<file path="src/rtl/load_store_queue.sv">
// In-order load/store queue: circular buffer with CDB operand wake-up, committed-store survival across flush
// and a single registered memory request; load data is sign/zero extended on the way back to the CDB.
module load_store_queue #(
  parameter int DEPTH    = 8,
  parameter int ROB_BITS = 4,
  parameter int CDB_N    = 2
) (
  input  logic                      clk_in,
  input  logic                      rst_n_in,
  input  logic                      rdy_in,
  input  logic                      flush_in,
  input  logic                      inst_valid,
  input  logic [3:0]                inst_type,
  input  logic [ROB_BITS-1:0]       inst_rob_idx,
  input  logic [31:0]               inst_r1,
  input  logic [31:0]               inst_r2,
  input  logic [ROB_BITS-1:0]       inst_dep1,
  input  logic [ROB_BITS-1:0]       inst_dep2,
  input  logic                      inst_has_dep1,
  input  logic                      inst_has_dep2,
  input  logic [11:0]               inst_offset,
  output logic                      full,
  output logic [$clog2(DEPTH):0]    count,
  input  logic                      commit_valid,
  input  logic [ROB_BITS-1:0]       commit_rob_idx,
  input  logic [CDB_N-1:0]          cdb_valid,
  input  logic [CDB_N*ROB_BITS-1:0] cdb_idx,
  input  logic [CDB_N*32-1:0]       cdb_value,
  output logic                      wb_valid,
  output logic [ROB_BITS-1:0]       wb_idx,
  output logic [31:0]               wb_value,
  output logic                      st_done,
  output logic                      mem_valid,
  output logic                      mem_wr,
  output logic [2:0]                mem_len,
  output logic [31:0]               mem_addr,
  output logic [31:0]               mem_wdata,
  input  logic                      mem_ready,
  input  logic [31:0]               mem_rdata
);
  localparam int PW = $clog2(DEPTH);
  typedef enum logic [1:0] {S_IDLE, S_BUSY, S_DRAIN} state_t;

  logic [DEPTH-1:0]    r_vld, r_cmt, r_hd1, r_hd2;
  logic [3:0]          r_type [DEPTH];
  logic [ROB_BITS-1:0] r_tag  [DEPTH];
  logic [ROB_BITS-1:0] r_dep1 [DEPTH];
  logic [ROB_BITS-1:0] r_dep2 [DEPTH];
  logic [31:0]         r_r1   [DEPTH];
  logic [31:0]         r_r2   [DEPTH];
  logic [11:0]         r_off  [DEPTH];
  logic [PW-1:0]       r_head, r_tail;
  logic [PW:0]         r_count;
  state_t              r_state;
  logic                r_mem_valid, r_mem_wr;
  logic [2:0]          r_mem_len;
  logic [31:0]         r_mem_addr, r_mem_wdata;

  logic [32:0]         w_wk1 [DEPTH];
  logic [32:0]         w_wk2 [DEPTH];
  logic [32:0]         w_pk1, w_pk2;
  logic [DEPTH-1:0]    w_cmt_hit, w_cmt_eff, w_keep;
  logic [PW:0]         w_ncmt;
  logic [PW-1:0]       w_idx;
  logic                w_run, w_head_elig, w_done, w_pop, w_push;
  logic [31:0]         w_addr, w_ext;

  // {hit, value}; channels scanned high to low so the lowest matching channel wins
  function automatic logic [32:0] cdb_hit(input logic [ROB_BITS-1:0] tag, input logic [CDB_N-1:0] v,
                                          input logic [CDB_N*ROB_BITS-1:0] idx, input logic [CDB_N*32-1:0] val);
    logic [32:0] res;
    res = '0;
    for (int c = CDB_N-1; c >= 0; c--)
      if (v[c] && idx[c*ROB_BITS +: ROB_BITS] == tag) res = {1'b1, val[c*32 +: 32]};
    return res;
  endfunction

  always_comb begin
    for (int i = 0; i < DEPTH; i++) begin
      w_wk1[i]     = cdb_hit(r_dep1[i], cdb_valid, cdb_idx, cdb_value);
      w_wk2[i]     = cdb_hit(r_dep2[i], cdb_valid, cdb_idx, cdb_value);
      w_cmt_hit[i] = commit_valid && r_vld[i] && r_type[i][3] && (r_tag[i] == commit_rob_idx);
    end
    w_pk1 = cdb_hit(inst_dep1, cdb_valid, cdb_idx, cdb_value);
    w_pk2 = cdb_hit(inst_dep2, cdb_valid, cdb_idx, cdb_value);
  end

  assign w_cmt_eff = r_cmt | w_cmt_hit;

  // Committed stores are the oldest contiguous run starting at head; they are the flush survivors
  always_comb begin
    w_ncmt = '0;
    w_keep = '0;
    w_run  = 1'b1;
    w_idx  = '0;
    for (int k = 0; k < DEPTH; k++) begin
      w_idx = r_head + PW'(k);
      if (w_run && r_vld[w_idx] && r_type[w_idx][3] && w_cmt_eff[w_idx]) begin
        w_ncmt        = w_ncmt + (PW+1)'(1);
        w_keep[w_idx] = 1'b1;
      end else begin
        w_run = 1'b0;
      end
    end
  end

  assign w_head_elig = r_vld[r_head] && !r_hd1[r_head] && !r_hd2[r_head] &&
                       (!r_type[r_head][3] || w_cmt_eff[r_head]);
  assign w_addr = r_r1[r_head] + {{20{r_off[r_head][11]}}, r_off[r_head]};
  assign w_done = rdy_in && (r_state == S_BUSY) && mem_ready;
  // A load completing in a flush cycle is already squashed, so it must not pop as well
  assign w_pop  = w_done && (r_mem_wr || !flush_in);
  assign w_push = rdy_in && inst_valid && !full && !flush_in;

  always_comb begin
    w_ext = mem_rdata;
    case (r_mem_len)
      3'd0:    w_ext = {{24{mem_rdata[7]}}, mem_rdata[7:0]};
      3'd1:    w_ext = {{16{mem_rdata[15]}}, mem_rdata[15:0]};
      3'd4:    w_ext = {24'd0, mem_rdata[7:0]};
      3'd5:    w_ext = {16'd0, mem_rdata[15:0]};
      default: w_ext = mem_rdata;
    endcase
  end

  assign full      = (r_count == (PW+1)'(DEPTH));
  assign count     = r_count;
  assign wb_valid  = w_done && !r_mem_wr && !flush_in;
  assign wb_idx    = r_tag[r_head];
  assign wb_value  = w_ext;
  assign st_done   = w_done && r_mem_wr;
  assign mem_valid = r_mem_valid;
  assign mem_wr    = r_mem_wr;
  assign mem_len   = r_mem_len;
  assign mem_addr  = r_mem_addr;
  assign mem_wdata = r_mem_wdata;

  always_ff @(posedge clk_in or negedge rst_n_in) begin
    if (!rst_n_in) begin
      r_head <= '0; r_tail <= '0; r_count <= '0; r_state <= S_IDLE;
      r_mem_valid <= 1'b0; r_mem_wr <= 1'b0; r_mem_len <= '0; r_mem_addr <= '0; r_mem_wdata <= '0;
      r_vld <= '0; r_cmt <= '0; r_hd1 <= '0; r_hd2 <= '0;
      for (int i = 0; i < DEPTH; i++) begin
        r_type[i] <= '0; r_tag[i] <= '0; r_dep1[i] <= '0; r_dep2[i] <= '0;
        r_r1[i] <= '0; r_r2[i] <= '0; r_off[i] <= '0;
      end
    end else if (rdy_in) begin
      for (int i = 0; i < DEPTH; i++) begin
        if (r_vld[i] && r_hd1[i] && w_wk1[i][32]) begin r_r1[i] <= w_wk1[i][31:0]; r_hd1[i] <= 1'b0; end
        if (r_vld[i] && r_hd2[i] && w_wk2[i][32]) begin r_r2[i] <= w_wk2[i][31:0]; r_hd2[i] <= 1'b0; end
        if (w_cmt_hit[i]) r_cmt[i] <= 1'b1;
        if (flush_in && !w_keep[i]) r_vld[i] <= 1'b0;
      end
      if (w_pop) r_vld[r_head] <= 1'b0;
      if (w_push) begin
        r_vld[r_tail]  <= 1'b1;
        r_cmt[r_tail]  <= 1'b0;
        r_type[r_tail] <= inst_type;
        r_tag[r_tail]  <= inst_rob_idx;
        r_dep1[r_tail] <= inst_dep1;
        r_dep2[r_tail] <= inst_dep2;
        r_off[r_tail]  <= inst_offset;
        r_r1[r_tail]   <= (inst_has_dep1 && w_pk1[32]) ? w_pk1[31:0] : inst_r1;
        r_r2[r_tail]   <= (inst_has_dep2 && w_pk2[32]) ? w_pk2[31:0] : inst_r2;
        r_hd1[r_tail]  <= inst_has_dep1 && !w_pk1[32];
        r_hd2[r_tail]  <= inst_has_dep2 && !w_pk2[32];
      end
      r_head <= r_head + PW'(w_pop);
      if (flush_in) begin
        r_tail  <= r_head + w_ncmt[PW-1:0];
        r_count <= w_ncmt - (PW+1)'(w_pop);
      end else begin
        r_tail  <= r_tail + PW'(w_push);
        r_count <= r_count + (PW+1)'(w_push) - (PW+1)'(w_pop);
      end
      case (r_state)
        S_IDLE: if (w_head_elig && !flush_in) begin
          r_mem_valid <= 1'b1;
          r_mem_wr    <= r_type[r_head][3];
          r_mem_len   <= r_type[r_head][2:0];
          r_mem_addr  <= w_addr;
          r_mem_wdata <= r_r2[r_head];
          r_state     <= S_BUSY;
        end
        S_BUSY: if (mem_ready) begin
          r_mem_valid <= 1'b0;
          r_state     <= S_IDLE;
        end else if (flush_in && !r_mem_wr) begin
          r_state <= S_DRAIN;
        end
        S_DRAIN: if (mem_ready) begin
          r_mem_valid <= 1'b0;
          r_state     <= S_IDLE;
        end
        default: r_state <= S_IDLE;
      endcase
    end
  end
endmodule
</file>
<file path="config.mk">
export PLATFORM = sky130hd
export DESIGN_NAME = load_store_queue
export DESIGN_NICKNAME = d
export VERILOG_FILES = /design/src/rtl/load_store_queue.sv
export SDC_FILE = /design/constraint.sdc
export NUM_CORES = 2
export LEC_CHECK = 0
export ABC_AREA = 1
export CAP_MARGIN = 10
export CELL_PAD_IN_SITES_DETAIL_PLACEMENT = 0
export CELL_PAD_IN_SITES_GLOBAL_PLACEMENT = 1
export CORE_MARGIN = 2
export CORE_UTILIZATION = 45
export DETAILED_ROUTE_END_ITERATION = 8
export GPL_TIMING_DRIVEN = 1
export MAX_ROUTING_LAYER = met4
export PLACE_DENSITY = 0.85
export SETUP_SLACK_MARGIN = 0.02
export SYNTH_ARGS = -nofsm -noshare
export SYNTH_HDL_FRONTEND = slang
export SYNTH_SLANG_ARGS = --single-unit
export TNS_END_PERCENT = 50
</file>
<file path="constraint.sdc">
create_clock -name clk_in -period 19 [get_ports clk_in]
set_input_delay 4.75 -clock clk_in [delete_from_list [all_inputs] [get_ports clk_in]]
set_output_delay 4.75 -clock clk_in [all_outputs]
set_load 0.05 [all_outputs]
</file>
==> metrics.md <==
| Metric | Value |
|---|---|
| Outcome | `completed` |
| Pwr Density | `158.6 nW/um2` |
| Initial Utilization | `45.48%` |
| Synth Flop Type | `dfrtp_1` |
| CTS tree | `built` |
| DR vias | `65131` |
| Commonest non-fill, non-tap cell in the layout | `nand2_1` |
| Syn Area/Cell | `6.749 um2` |
| Post-route clock period utilization | `between 60 and 70%` |
| Initial antenna violation count | `15` |
| Total congestion overflow | `0` |
| Post-cts resize count | `0` |
| Peak Freq | `about 85 MHz` |
| WP data arrival | `7.00 ns` |
| Routability cong. | `0.9232` |
| First-pass GRT wire length | `around 390 mm` |
| Register bit total from synthesis | `849` |
| Die W | `363.7 um` |
| Vias in the first global route | `59380` |
| Max-slew violations | `0` |
| Register area share after synthesis | `36.49%` |
| Ys Warns | `0` |
| Post-synth ARST share | `100.0%` |
| Met3 Use GR | `8.487%` |
| TritonCTS Buffers | `105` |
| Yosys cell types | `56` |
| GRT Max-Usage Layer | `met2` |
| Endpoints failing setup | `0` |
| Area share of the largest cell type after synthesis | `36.49%` |
| Post-CTS Hold Buffers | `0` |
| Yosys top cell by area | `dfrtp_1` |
| DRC errors left | `0` |
| Area grow syn2layout | `12.39%` |
| Layout net count | `slightly below 9000` |
| Worst EP required | `roughly 14 ns` |
| Number of port buffers | `308` |
| Setup CP Type | `input pin to output port` |
| Setup TNS | `0 ns` |
| Postcts setup bufs | `0` |
| Setup crit start kind | `input pin` |
| Worst slew margin | `12.72%` |
| Worst-path clk slew | `0.06 ns` |
| Post-Synthesis Cell Area | `58220 um2` |
| DRT iter0 DRCs | `9693` |
| GR Util met2 | `56.43%` |
| Routed wire per std cell | `around 26 um` |
| Drt first pass iters | `7` |
| Worst-case vdd ir drop | `between 90 and 100 uV` |
| GRT Overall Usage | `roughly two fifths` |
| Clk sink count | `849` |
| GR Util met1 | `52.18%` |
| Synth Instances | `8626` |
| Maximum number of pins on one net before global-route repair | `202` |
| Final wirelength | `around 260 mm` |
| Cells after DPL | `between 10000 and 15000` |
| IO Pins | `approximately 320` |
| Crit. End Element | `output port` |
| Routed Antenna Nets | `0` |
| Core area | `128000 um2` |
| Most frequent cells in the layout | `2056 x nand2_1, 1928 x o21ai_0, 846 x dfrtp_1, 738 x a21oi_1, 535 x inv_1` |
| Crit Path Max Fanout | `10` |
| H-tree levels | `3` |
| Final HPWL DP | `157.8 mm` |
| Tightest Pin Transition | `1.300 ns` |
| Die ar. | `about 130000 um2` |
| Share of cells above drive strength 1 | `4.977%` |
| Root Driver | `clkbuf_16` |
| Final Hold Fails | `0` |
| Non-filler cells, final | `a little over 10000` |
| Worst skew pair latency | `between 0.7 and 0.8 ns` |
| Unrepaired setup endpoints after global routing | `no` |
| Via-to-Cell Ratio | `approximately 6.4` |
| Class of the worst hold path | `flop to flop` |
| Final Critical Period | `11.75 ns` |
| P_leak | `28.31 nW` |
| Top cells by area, synth | `dfrtp_1 36%, o21ai_0 17%, nand2_1 13%` |
| Maxcap violations | `0` |
| Die extent in y | `roughly 360 um` |
| FP Rows | `131` |
| Post-synth EDFFs | `0` |
| Clock skew | `0.05161 ns` |
| Syn nets | `8898` |
| Clk buf depth | `3` |
sequential cells by signal, indices dropped and copies added, names as in the netlist, 32 cells and up:
name / cells
r_r1: 256
r_type: 32
r_dep1: 32
mem_addr: 32
r_r2: 256
r_off: 96
r_tag: 32
mem_wdata: 32
r_dep2: 32
where the power goes:
part           switching, W  internal (W)  leakage, nW
logic               0.00352       0.00173         15.4
clock network      0.000874       0.00123         1.74
registers          0.000533       0.00249         11.1
cell usage after synthesis, types with 6 or more instances:
cell type / instances
nor2_1: 290
clkinv_1: 35
xnor2_1: 45
nand2_2: 14
nand2_1: 2061
dfrtp_1: 849
or2_2: 10
clkbuf_1: 635
nand4_1: 11
a31oi_1: 89
o2111ai_1: 9
o21ai_1: 74
inv_1: 543
buf_1: 115
nor3_1: 21
a211oi_1: 6
o22ai_1: 106
inv_2: 14
nand3_1: 390
xor2_1: 21
o211ai_1: 371
buf_2: 20
o21ai_0: 1928
a21oi_1: 738
ha_1: 58
o221ai_1: 69
buf_4: 12
a221oi_1: 33
per-stage QoR:
stage | worst slack [ns] | area, um2 | total power (W) | utilization, % | hold WS (ns)
final | 7.250 | 65430 | 0.01038 | 51.11 | 0.4774
after global routing | 7.111 | 65420 | 0.01104 | 51.11 | 0.4954
after CTS | 6.851 | 65380 | 0.01028 | 51.07 | 0.4824
after detailed placement | 6.853 | 61860 | 0.008160 | 48.32 | 0.4672
after global placement | 6.930 | 61860 | 0.008067 | 48.32 | 0.4576
after floorplan | 7.751 | 58220 | 0.006443 | - | 0.4451
critical path, stage by stage:
cell and delay, ns:
clkdlybuf4s50_1 0.42, nand3_1 0.23, inv_1 0.07, a31oi_1 0.48
buf_4 0.28, nand2_1 0.06, clkdlybuf4s50_1 0.71
cells by family after synthesis:
family,synth area share [%]
flops,36.49
fa+ha+maj,1.350
buf+inv,9.083
mux,0.05158
xor+xnor,0.9930
compound gates,32.63
simple gates,19.40
final cells by class:
| class | count | area [um2] |
|---|---|---|
| timing repair buffer | 453 | 4285 |
| tap | 1729 | 2163 |
| clock buffer | 153 | 3068 |
| antenna | 13 | 32.53 |
| sequential | 849 | 21260 |
| fill | 12615 | 62580 |
| clock inverter | 34 | 455.4 |
| inverter | 594 | 2271 |
| multi-input combinational | 6396 | 31900 |
worst paths after layout:
| kind | to | start | slack (ns) | cells past startpoint |
|---|---|---|---|---|
| max in group asynchronous | mem_wdata[16] | rst_n_in | 11.79 | 4 |
| hold reg to reg | r_type[25] | r_type[25] | 0.48 | 2 |
| hold / removal | r_type[25] | r_type[25] | 0.48 | 2 |
| setup reg to reg | r_tail[2] | r_head[1] | 10.72 | 35 |
| setup / recovery | wb_value[26] | mem_rdata[7] | 7.25 | 7 |
| min in group asynchronous | r_off[6] | rst_n_in | 4.06 | 1 |
layer usage:
layer / vias to the layer above / wire length [um] / part of all wire, %
met5: - / 0 / 0
met4: 0 / 18560 / 7.0
met3: 821 / 31400 / 12
met2: 4290 / 110600 / 42
met1: 30888 / 103900 / 39
li1: 29132 / - / -
Power figures use the tool's default switching activity.
